File: config.mk
export PLATFORM = sky130hd
export DESIGN_NAME = mul6_err_sweeper
export DESIGN_NICKNAME = d
export VERILOG_FILES = /design/src/rtl/mul6_err_sweeper.sv
export SDC_FILE = /design/constraint.sdc
export NUM_CORES = 1
export LEC_CHECK = 0
export BUFFER_PORTS_ARGS = -buffer_cell sky130_fd_sc_hd__buf_2
export CORE_MARGIN = 2
export CORE_UTILIZATION = 30
export DETAILED_ROUTE_END_ITERATION = 16
export GPL_TIMING_DRIVEN = 1
export PLACE_DENSITY_LB_ADDON = 0.15
export SYNTH_ARGS = -nofsm -noshare
export SYNTH_HDL_FRONTEND = slang
export SYNTH_SLANG_ARGS = --single-unit
File: constraint.sdc
create_clock -name clk -period 6.9 [get_ports clk]
set_clock_uncertainty 0.2 [all_clocks]
set_input_delay 1.38 -clock clk [delete_from_list [all_inputs] [get_ports clk]]
set_output_delay 1.38 -clock clk [all_outputs]
set_load 0.02 [all_outputs]
File: src/rtl/mul6_err_sweeper.sv
// Exhaustive error characteriser for a 6x6 approximate multiplier: sweeps all 4096
// operand pairs and accumulates error count, error sum, worst-case error and its operands.
module mul6_err_sweeper #(
  parameter int SETTLE = 1
) (
  input  logic        clk,
  input  logic        rst_n,
  input  logic        start,
  input  logic        abort,
  output logic [5:0]  dut_a,
  output logic [5:0]  dut_b,
  input  logic [11:0] dut_p,
  output logic        busy,
  output logic        done,
  output logic [12:0] err_cnt,
  output logic [23:0] err_sum,
  output logic [11:0] err_max,
  output logic [5:0]  wce_a,
  output logic [5:0]  wce_b
);

  typedef enum logic [1:0] {IDLE, RUN, FLUSH, DONE} state_e;

  state_e      state_q, state_d;
  logic [11:0] idx_q;
  logic [3:0]  hold_q;
  logic        cap_vld_q;
  logic [11:0] cap_p_q, cap_x_q;
  logic [5:0]  cap_a_q, cap_b_q;
  logic [5:0]  dut_a_q, dut_b_q;
  logic [12:0] err_cnt_q;
  logic [23:0] err_sum_q;
  logic [11:0] err_max_q;
  logic [5:0]  wce_a_q, wce_b_q;

  logic        active, start_go, abort_go, sample, last, accum;
  logic [11:0] idx_d, diff_d;

  function automatic logic [11:0] exact_prod(input logic [5:0] a, input logic [5:0] b);
    return {6'b0, a} * {6'b0, b};
  endfunction

  // Absolute error via a 13-bit signed difference so either ordering is representable.
  function automatic logic [11:0] abs_diff(input logic [11:0] x, input logic [11:0] p);
    logic signed [12:0] d;
    d = $signed({1'b0, x}) - $signed({1'b0, p});
    return (d < 0) ? 12'(-d) : 12'(d);
  endfunction

  assign active   = (state_q == RUN) || (state_q == FLUSH);
  assign start_go = start && ((state_q == IDLE) || (state_q == DONE));
  assign abort_go = abort && active;
  assign sample   = (state_q == RUN) && (hold_q == 4'(SETTLE - 1)) && !abort_go;
  assign last     = sample && (idx_q == 12'hFFF);
  assign accum    = cap_vld_q && active && !abort_go;
  assign idx_d    = idx_q + 12'd1;
  assign diff_d   = abs_diff(cap_x_q, cap_p_q);

  always_ff @(posedge clk or negedge rst_n) begin
    if (!rst_n) state_q <= IDLE;
    else        state_q <= state_d;
  end

  always_comb begin
    state_d = state_q;
    case (state_q)
      IDLE, DONE: if (start) state_d = RUN;
      RUN:        if (abort) state_d = IDLE;
                  else if (last) state_d = FLUSH;
      FLUSH:      if (abort) state_d = IDLE;
                  else state_d = DONE;
      default:    state_d = IDLE;
    endcase
  end

  always_comb begin
    busy = active;
    done = (state_q == DONE);
  end

  always_ff @(posedge clk or negedge rst_n) begin
    if (!rst_n) begin
      idx_q     <= '0;
      hold_q    <= '0;
      cap_vld_q <= 1'b0;
      cap_p_q   <= '0;
      cap_x_q   <= '0;
      cap_a_q   <= '0;
      cap_b_q   <= '0;
      dut_a_q   <= '0;
      dut_b_q   <= '0;
      err_cnt_q <= '0;
      err_sum_q <= '0;
      err_max_q <= '0;
      wce_a_q   <= '0;
      wce_b_q   <= '0;
    end else if (start_go) begin
      idx_q     <= '0;
      hold_q    <= '0;
      cap_vld_q <= 1'b0;
      dut_a_q   <= '0;
      dut_b_q   <= '0;
      err_cnt_q <= '0;
      err_sum_q <= '0;
      err_max_q <= '0;
      wce_a_q   <= '0;
      wce_b_q   <= '0;
    end else if (abort_go) begin
      // Partial results stay visible; the in-flight capture is dropped.
      idx_q     <= '0;
      hold_q    <= '0;
      cap_vld_q <= 1'b0;
      dut_a_q   <= '0;
      dut_b_q   <= '0;
    end else begin
      cap_vld_q <= sample;
      if (state_q == RUN) begin
        if (sample) begin
          cap_p_q <= dut_p;
          cap_x_q <= exact_prod(dut_a_q, dut_b_q);
          cap_a_q <= dut_a_q;
          cap_b_q <= dut_b_q;
          idx_q   <= idx_d;
          hold_q  <= '0;
          dut_a_q <= idx_d[11:6];
          dut_b_q <= idx_d[5:0];
        end else begin
          hold_q <= hold_q + 4'd1;
        end
      end
      // Accumulate stage; strict compare keeps the first worst-case pair.
      if (accum) begin
        if (diff_d != 12'd0) err_cnt_q <= err_cnt_q + 13'd1;
        err_sum_q <= err_sum_q + {12'b0, diff_d};
        if (diff_d > err_max_q) begin
          err_max_q <= diff_d;
          wce_a_q   <= cap_a_q;
          wce_b_q   <= cap_b_q;
        end
      end
    end
  end

  assign dut_a   = dut_a_q;
  assign dut_b   = dut_b_q;
  assign err_cnt = err_cnt_q;
  assign err_sum = err_sum_q;
  assign err_max = err_max_q;
  assign wce_a   = wce_a_q;
  assign wce_b   = wce_b_q;

endmodule

==> impl.org, run 1 <==
** Global route
- Global-route wire length before repair :: 34.3 mm
- The number of antenna violations at the first check in global routing is 0.
- Total grt overflow :: 0
- Via count of the first global-routing pass :: 6372
- In the global route stage, overall resource usage came out at approximately 15%.
- Maximum number of pins on one net before global-route repair :: 61

** Critical path
- For the worst flop-to-flop path, the logic depth is 21.
- Data on the critical path is required at its endpoint by 7.04 ns.
- Critical path fanouts, max :: 16
- Reg2reg end :: err_sum[17]$_DFFE_PN0P_
- Type of element capturing the critical path :: flop
- Startpoint of the most critical register-to-register path :: cap_x_q[0]$_DFFE_PN0P_
- CP startpoint kind :: flop
- FF-to-FF setup slack :: 1.50 ns
- The critical path is of the flop to flop type.
- Data arrives at the worst endpoint at between 5 and 6 ns.

** Hold path
- End of the worst hold path :: cap_x_q[7]$_DFFE_PN0P_
- In this run the most critical hold path is launched from cap_x_q[7]$_DFFE_PN0P_.
- The path class of the tightest hold or removal check is flop to flop.
- The worst hold path was traced through 2 stages.

** Yosys
- Synthesis inferred 116 register bits.
- Summed over all instances, the cell type with the most area after synthesis is dfrtp_1.
- Most common flop cell mapped by yosys :: dfrtp_1
- Yosys top cell area share :: a little over a third
- Library cells used by synthesis :: 65
- When the netlist entered floorplanning its net count stood at 994.
- In this run the mean area of a mapped cell was between 9 and 10 sq um.
- Cells after Synth :: just under 900
- For this run, asynchronously set or reset flops after synthesis account for between 90% and 100%.
- The Yosys step of the flow raised 0 warnings.
- Count of flip-flops with a built-in enable after synthesis :: 0
- Yosys attributes the largest share of cell area to dfrtp_1, ha_1, nand2_1, fa_1, mux2i_1.
- Netlist area before placement :: 0.00803 sq mm
- Portion of the post-synthesis area used by sequential elements :: a little over a third

** Route
- The detail route stage leaves a number of antenna-violating nets equal to 0.
- Summing over every cut layer, the via total after detailed routing is 6432.
- Total wire length after detailed routing :: 20.6 mm
- The detailed router finished its first iteration with just under 400 violations.
- Detailed-route vias per instance :: 4.87
- After detailed routing, the number of remaining DRC violations is 0.
- Pre-Repair DR Iteration Count :: 5
- Dividing the detail-routed wire length by the instance count gives 15.6 um.

** Clock tree
- After clock tree synthesis, the flow added hold-fix buffers numbering 0.
- Level count of the clock H-tree :: 4
- In this run the clock root is driven by a clkbuf_16.
- Clock-pin slew reported for the worst setup and hold paths after clock tree synthesis :: 0.06 ns
- Maximum root-to-sink buffer count :: 2
- Latest clock arrival within the worst-skew pair :: 0.42 ns
- Gates resized during post-CTS repair numbered 0.
- CTS tree :: built
- Number of CTS-inserted buffers :: 17
- Count of clock tree sinks :: between 100 and 150
- Post-CTS Setup Inserts :: 0

** Place
- The count of buffers added on input and output ports is 90.
- Instance area at placement :: 0.00883 sq mm
- Timing analysis after detailed placement gives a worst setup slack of approximately 1.4 ns.
- Global placement routability congestion :: 0.820
- Detailed Place HPWL :: 15.2 mm

** Timing
- Final-report max-slew violation count :: 0
- Actual slew at the worst max-slew pin :: about 0.85 ns
- Setup Viol. Count Final :: 0
- Setup TNS after final layout :: 0 ns
- On the final layout, the worst hold slack is just under 0.3 ns.
- Max frequency :: ~0.19 GHz
- After layout, the minimum clock period comes to approximately 5.4 ns.
- Final Hold Violating Endpoints :: 0
- Setup repair after global routing left no endpoint under its margin.
- In the finished design, the share of the clock period the worst path needs comes to 78.2%.
- In this run the tightest slew margin relative to its limit is a little over two fifths.
- Setup slack closes at between 1.5 and 2 ns.

** Die
- Floorplan die width :: 168 um
- The core region is 0.0262 sq mm.
- Number of primary I/O pins :: slightly above 90
- Die extent in y :: 168 um
- The die covers 0.0281 sq mm.
- The initial utilization of the core area, before any placement, comes to approximately 31%.
- Number of rows in the core area :: 59

** Pwr
- Power per standard cell area :: 405 mW/mm^2
- For this design the static power due to leakage is 4.76 nW.
- Max IR drop VDD :: 152 uV
- Total power for the finished layout comes to 3.81 mW.

** Final layout
- 0 antenna diodes ended up in the layout.
- The library cell used most frequently in the layout, excluding fill and tap cells, is nand2_1.
- After the last flow step, the layout net total stands at 1074.
- In the layout the commonest cells are nand2_1, dfrtp_1, buf_2.
- Cells with a size suffix above 1 make up 15.6% of the layout.
- Final design instance area without fill :: approximately 0.0094 sq mm
- The area growth from synthesis to layout is 17.3%.

** Run
- Max-Cap Viols :: 0

** Run status
- Outcome :: completed
[where the power goes]
| part | internal (mW) | switching [mW] | leakage, nW | total, mW |
|---|---|---|---|---|
| registers | 0.801 | 0.104 | 1.59 | 0.905 |
| logic | 0.754 | 1.26 | 2.89 | 2.02 |
| clock network | 0.544 | 0.347 | 0.279 | 0.891 |
| total | 2.10 | 1.72 | 4.76 | 3.81 |
[metrics by stage]
| stage | utilization [%] | cells |
|---|---|---|
| detailed placement | 33.7 | 1288 |
| global route | 35.9 | 1320 |
| CTS | 35.9 | 1320 |
| finish | 35.9 | 1320 |
| floorplan | - | 892 |
| global placement | 33.7 | 1288 |
[state kept, by name (all words and copies together) (netlist names)]
name       count
cap_a_q        6
cap_b_q        6
cap_p_q       12
cap_vld_q      1
cap_x_q       12
err_cnt       13
err_max       12
err_sum       24
hold_q         4
idx_q         12
state_q        2
wce_a          6
wce_b          6
[Yosys cell counts, drive strengths merged (15+ instances only)]
cell    instances
nand2         126
dfrtp         116
inv            82
ha             67
o21ai          66
nor2           54
mux2i          35
nand3          34
xnor2          34
clkbuf         31
a21oi          29
and2           27
fa             19
a21o           18
xor2           17
and3           16
nor3           15
[worst max-delay path by stage]
| stage | startpoint | to | slack, ns | depth (start not counted) |
|---|---|---|---|---|
| final | cap_x_q[0]$_DFFE_PN0P_ | err_sum[17]$_DFFE_PN0P_ | 1.50 | 21 |
| after floorplan | cap_x_q[0]$_DFFE_PN0P_ | err_max[7]$_DFFE_PN0P_ | 1.89 | 23 |
| after global placement | cap_x_q[0]$_DFFE_PN0P_ | wce_b[0]$_DFFE_PN0P_ | 1.52 | 19 |
| after global routing | cap_x_q[0]$_DFFE_PN0P_ | err_sum[13]$_DFFE_PN0P_ | 1.0 | 21 |
| after CTS | cap_x_q[0]$_DFFE_PN0P_ | wce_b[2]$_DFFE_PN0P_ | 1.43 | 22 |
| after detailed placement | cap_x_q[0]$_DFFE_PN0P_ | wce_b[2]$_DFFE_PN0P_ | 1.44 | 22 |
[cell families (layout without fill, tap and decap cells)]
| group | count (synthesis) | count (layout) | synth area share [%] |
|---|---|---|---|
| buffers and inverters | 120 | 213 | 5.76 |
| AOI/OAI and AO/OA | 171 | 171 | 13.9 |
| xor gates and xnor gates | 51 | 51 | 5.75 |
| adders and majority gates | 86 | 86 | 15.2 |
| muxes | 41 | 41 | 5.20 |
| DFF | 116 | 116 | 36.1 |
| and+or+nand+nor | 307 | 307 | 18.1 |
[layer usage]
metal | up-vias | routed length (um) | GRT usage (%)
li1 | 3217 | - | -
met1 | 3086 | 10500 | 21.7
met2 | 111 | 9130 | 24.0
met3 | 18 | 673 | 3.14
met4 | 0 | 278 | 4.23
met5 | - | 0 | 0
[layout make-up]
cell class | instances | area, sq um
well taps | 335 | 419
repair buffers | 98 | 513
fillers | 2727 | 16800
inverters | 83 | 312
clock buffers | 18 | 439
multi-input cells | 656 | 4680
clock inverters | 14 | 153
flip-flops and latches | 116 | 2900
[critical path, cell delays in order (launching register included)]
cell,delay [ns]
dfrtp_1,0.35
inv_1,0.07
ha_1,0.15
inv_1,0.05
fa_1,0.44
a21o_2,0.27
a221oi_4,0.31
o31a_1,0.27
nand2_1,0.35
mux2i_1,0.45
inv_1,0.13
ha_1,0.29
a21o_1,0.16
a21o_1,0.20
a21o_1,0.19
a21o_1,0.20
a21oi_1,0.23
o211ai_1,0.17
a31oi_1,0.44
nor2_1,0.12
nand3_1,0.12
mux2i_1,0.17
Power figures use the tool's default switching activity.
==> run 2, diff against run 1 <==
Settings changed: ABC_AREA from default to 1.
Clock period 6.9 ns to 5.57 ns, I/O delays scaled along.
==> impl.org, run 2 <==
** Global route
- The number of antenna violations at the first check in global routing is 0.
- The total overflow left after global routing is 0.
- Global-route wire length before repair :: 35.6 mm
- Maximum number of pins on one net before global-route repair :: 48
- Via count of the first global-routing pass :: 6923
- In the global route stage, overall resource usage came out at 15.8%.

** Timing
- Setup Viol. Count Final :: 0
- Setup repair after global routing left no endpoint under its margin.
- Actual slew at the worst max-slew pin :: 0.909 ns
- Final-report max-slew violation count :: 0
- Fraction of the cycle the final worst path needs :: 81.3%
- The worst pin sits at a relative slew slack of 39.0%.
- In the post-route analysis, the smallest setup slack over all paths is 1.04 ns.
- Final Hold Violating Endpoints :: 0
- The worst path in the final design needs a cycle of about 4.5 ns, including I/O delays and setup.
- Max frequency :: between 0.2 and 0.25 GHz
- Setup TNS after final layout :: 0 ns

** Clock tree
- Cell at the root of the clock tree :: clkbuf_16
- The number of hold buffers added after CTS was 0.
- For this design, the sink count on the clock tree is 116.
- Clock-pin slew reported for the worst setup and hold paths after clock tree synthesis :: 0.06 ns
- Number of CTS-inserted buffers :: 17
- Latest clock arrival within the worst-skew pair :: 0.43 ns
- Maximum root-to-sink buffer count :: 2
- CTS-repair resized insts :: 0
- Once the clock tree was built, the setup fixing pass inserted 0 buffers.
- Level count of the clock H-tree :: 4
- CTS tree :: built

** Die
- The floorplan has 60 rows.
- Number of primary I/O pins :: 91
- The floorplan step defined a die boundary enclosing 0.0284 sq mm.
- Starting density of the core :: 30.3%
- The floorplan step defined a core boundary enclosing between 0.02 and 0.03 sq mm.
- Die extent in y :: around 170 um
- The floorplan step set the die width to 169 um.

** Run status
- The run finished with clean final reports.

** Route
- Antenna viol nets, final :: 0
- The detailed router placed between 6000 and 7000 vias in this run.
- Summed over all layers, the routed wires come to 21.4 mm.
- Detailed-route vias per instance :: approximately 4.6
- In the routed design, unresolved DRC markers number 0.
- The detailed router used layers up to and including met4.
- The routed design uses 847 um of met3 wire.
- Met2 routed wirelength :: 9.75 mm
- The first routing iteration left 456 violations.
- Pre-Repair DR Iteration Count :: 7
- DRT met1 WL :: approximately 10 mm
- Final routed wire length divided by cell count :: 14.2 um

** Pwr
- The clock network burns approximately 25% of the power.
- Summed over all nets, the switching power comes to 2.30 mW.
- Final Power :: 4.90 mW
- Max IR drop VDD :: 253 uV
- Net switching is roughly 47% of the power.
- Per report_power, the combinational group accounts for 52.5% of the total.
- Cell internal power was estimated by the tool at approximately 2.6 mW.
- Sequential fraction of design power :: 22.7%
- Leakage power :: 5.20 nW
- Power spread over the standard cell area amounts to 512 mW/mm^2.

** Yosys
- Count of state elements after synthesis :: 116
- After synthesis, the mean cell area works out to between 7 and 8 sq um.
- Counting every net in the synthesized netlist gives 1167.
- Netlist area before placement :: roughly 0.008 sq mm
- Synthesis handed over a netlist of 1065 instances.
- Share of synthesized flip-flops with an asynchronous set or reset :: 100%
- Top cells by area, synth :: dfrtp_1, nand2_1, ha_1, inv_1, fa_1
- For this run, the leading register cell type out of synthesis is dfrtp_1.
- Yosys warning total :: 0
- Yosys mapped a number of flops with a built-in enable equal to 0.
- Cell type contributing the most total cell area after synthesis :: dfrtp_1
- In the post-synthesis netlist, the cell with the most instances is nand2_1.
- Counting distinct cell types in the post-synthesis netlist gives 46.
- Most frequent cells after synthesis :: nand2_1, inv_1, dfrtp_1
- In this run the biggest area consumer among cell types represents a little over a third of the synthesized area.
- Portion of the post-synthesis area used by sequential elements :: around 36%

** Final layout
- Cells with a size suffix above 1 make up between 10% and 20% of the layout.
- The library cells used most frequently in the layout, excluding fill and tap cells, are nand2_1, inv_1, dfrtp_1.
- For this run, the post-layout net count is between 1000 and 1500.
- The register with the most flip-flops in the layout has 24 of them.
- Most common cell after layout, fill and taps aside :: nand2_1
- 0 antenna diodes ended up in the layout.
- Relative to the synthesized area, the layout overhead comes to 17.8%.
- Filler cells :: between 2000 and 3000

** Place
- Input/output buffers :: 90
- Before CTS, the worst setup slack after placement is 1.02 ns.
- Detailed Place HPWL :: 16.3 mm
- Global placement routability congestion :: 0.802

** Critical path
- Arrival time reported for the critical path endpoint :: 4.69 ns
- The setup check on the worst reg-to-reg path leaves a slack of 1.04 ns.
- Setup CP Type :: flop to flop
- Type of element capturing the critical path :: flop
- The worst setup path is launched from a flop.
- Critical path fanouts, max :: 4
- Critical path data required time :: about 5.7 ns

** Run
- Max-Cap Viols :: 0

** Hold path
- In this run the worst hold path is classified as flop to flop.
==> run 2: cell types whose count changed after synthesis, moves of 9 or more <==
| cell | change |
|---|---|
| inv_1 | +82 |
| and3_1 | -15 |
| a21o_1 | -15 |
| nand2b_1 | -10 |
| o22ai_1 | +9 |
| a21oi_1 | +13 |
| mux2i_1 | -35 |
| nand3_1 | +43 |
| nand2_1 | +150 |
| xnor2_1 | -29 |
| nor2_1 | +14 |
| nand2_2 | +17 |
| and2_1 | -27 |
==> run 2: final timing paths <==
kind,start,endpoint,cells past startpoint
worst min-delay path,cap_p_q[0]$_DFFE_PN0P_,cap_p_q[0]$_DFFE_PN0P_,2
max in group asynchronous,rst_n,wce_a[1]$_DFFE_PN0P_,2
min in group asynchronous,rst_n,err_max[0]$_DFFE_PN0P_,1
worst max register to register,cap_x_q[0]$_DFFE_PN0P_,err_sum[21]$_DFFE_PN0P_,27
worst max-delay path,cap_x_q[0]$_DFFE_PN0P_,err_sum[21]$_DFFE_PN0P_,27
worst min register to register,cap_p_q[0]$_DFFE_PN0P_,cap_p_q[0]$_DFFE_PN0P_,2
==> run 2: layer usage <==
| layer | vias up | global-route usage, % |
|---|---|---|
| li1 | 3597 | - |
| met1 | 3257 | 21.2 |
| met2 | 115 | 25.5 |
| met3 | 23 | 3.48 |
| met4 | 0 | 4.57 |
| met5 | - | 0 |
==> run 2: cells by family after synthesis <==
group / synth area share (%)
AOI/OAI and AO/OA: 10.6
xor gates and xnor gates: 2.91
adders and majority gates: 15.0
buffers and inverters: 9.42
DFF: 35.7
and+or+nand+nor: 26.4
==> run 2: critical path: stages (launching register included) <==
cell     delay (ns)
dfrtp_1        0.35
inv_1          0.08
ha_1           0.14
inv_1          0.08
fa_1           0.43
nand2_2        0.11
nand2_2        0.08
nand3_1        0.11
nand2_1        0.08
nand2_1        0.07
nand2_2        0.07
nor2_1         0.12
xor2_1         0.31
inv_1          0.12
ha_1           0.36
nand3_1        0.09
nand2_1        0.08
inv_1          0.06
o21a_1         0.19
o21ai_0        0.32
a21oi_1        0.18
o21ai_0        0.24
nand2_1        0.13
nor2_1         0.19
nand2_1        0.10
nand2_1        0.07
nand2_1        0.04
nor2_1         0.09
==> run 2: area by class of cell <==
type / instances / area [sq um] / share of cell area, %
sequential: 116 / 2900 / 30.3
clock inverter: 13 / 196 / 2.05
multi-input combinational: 750 / 4470 / 46.6
timing repair buffer: 96 / 498 / 5.20
inverter: 169 / 634 / 6.62
clock buffer: 19 / 453 / 4.73
tap: 341 / 427 / 4.46
==> run 2: power groups by stage <==
stage | clock (mW) | sequential (mW) | combinational (mW)
2_1_floorplan | 0 | 1.19 | 1.83
3_3_place_gp | 0 | 1.13 | 2.58
3_5_place_dp | 0 | 1.13 | 2.59
4_1_cts | 1.24 | 1.11 | 2.60
5_1_grt | 1.28 | 1.13 | 2.95
6_report | 1.22 | 1.11 | 2.57
==> run 2: through the flow <==
step	instances	hold slack (ns)	util (%)	instance area [sq um]
floorplan	1065	0.243	-	8130
global placement	1472	0.265	33.3	8930
detailed placement	1472	0.272	33.3	8930
CTS	1504	0.286	35.7	9580
global route	1504	0.304	35.7	9580
finish	1504	0.281	35.7	9580
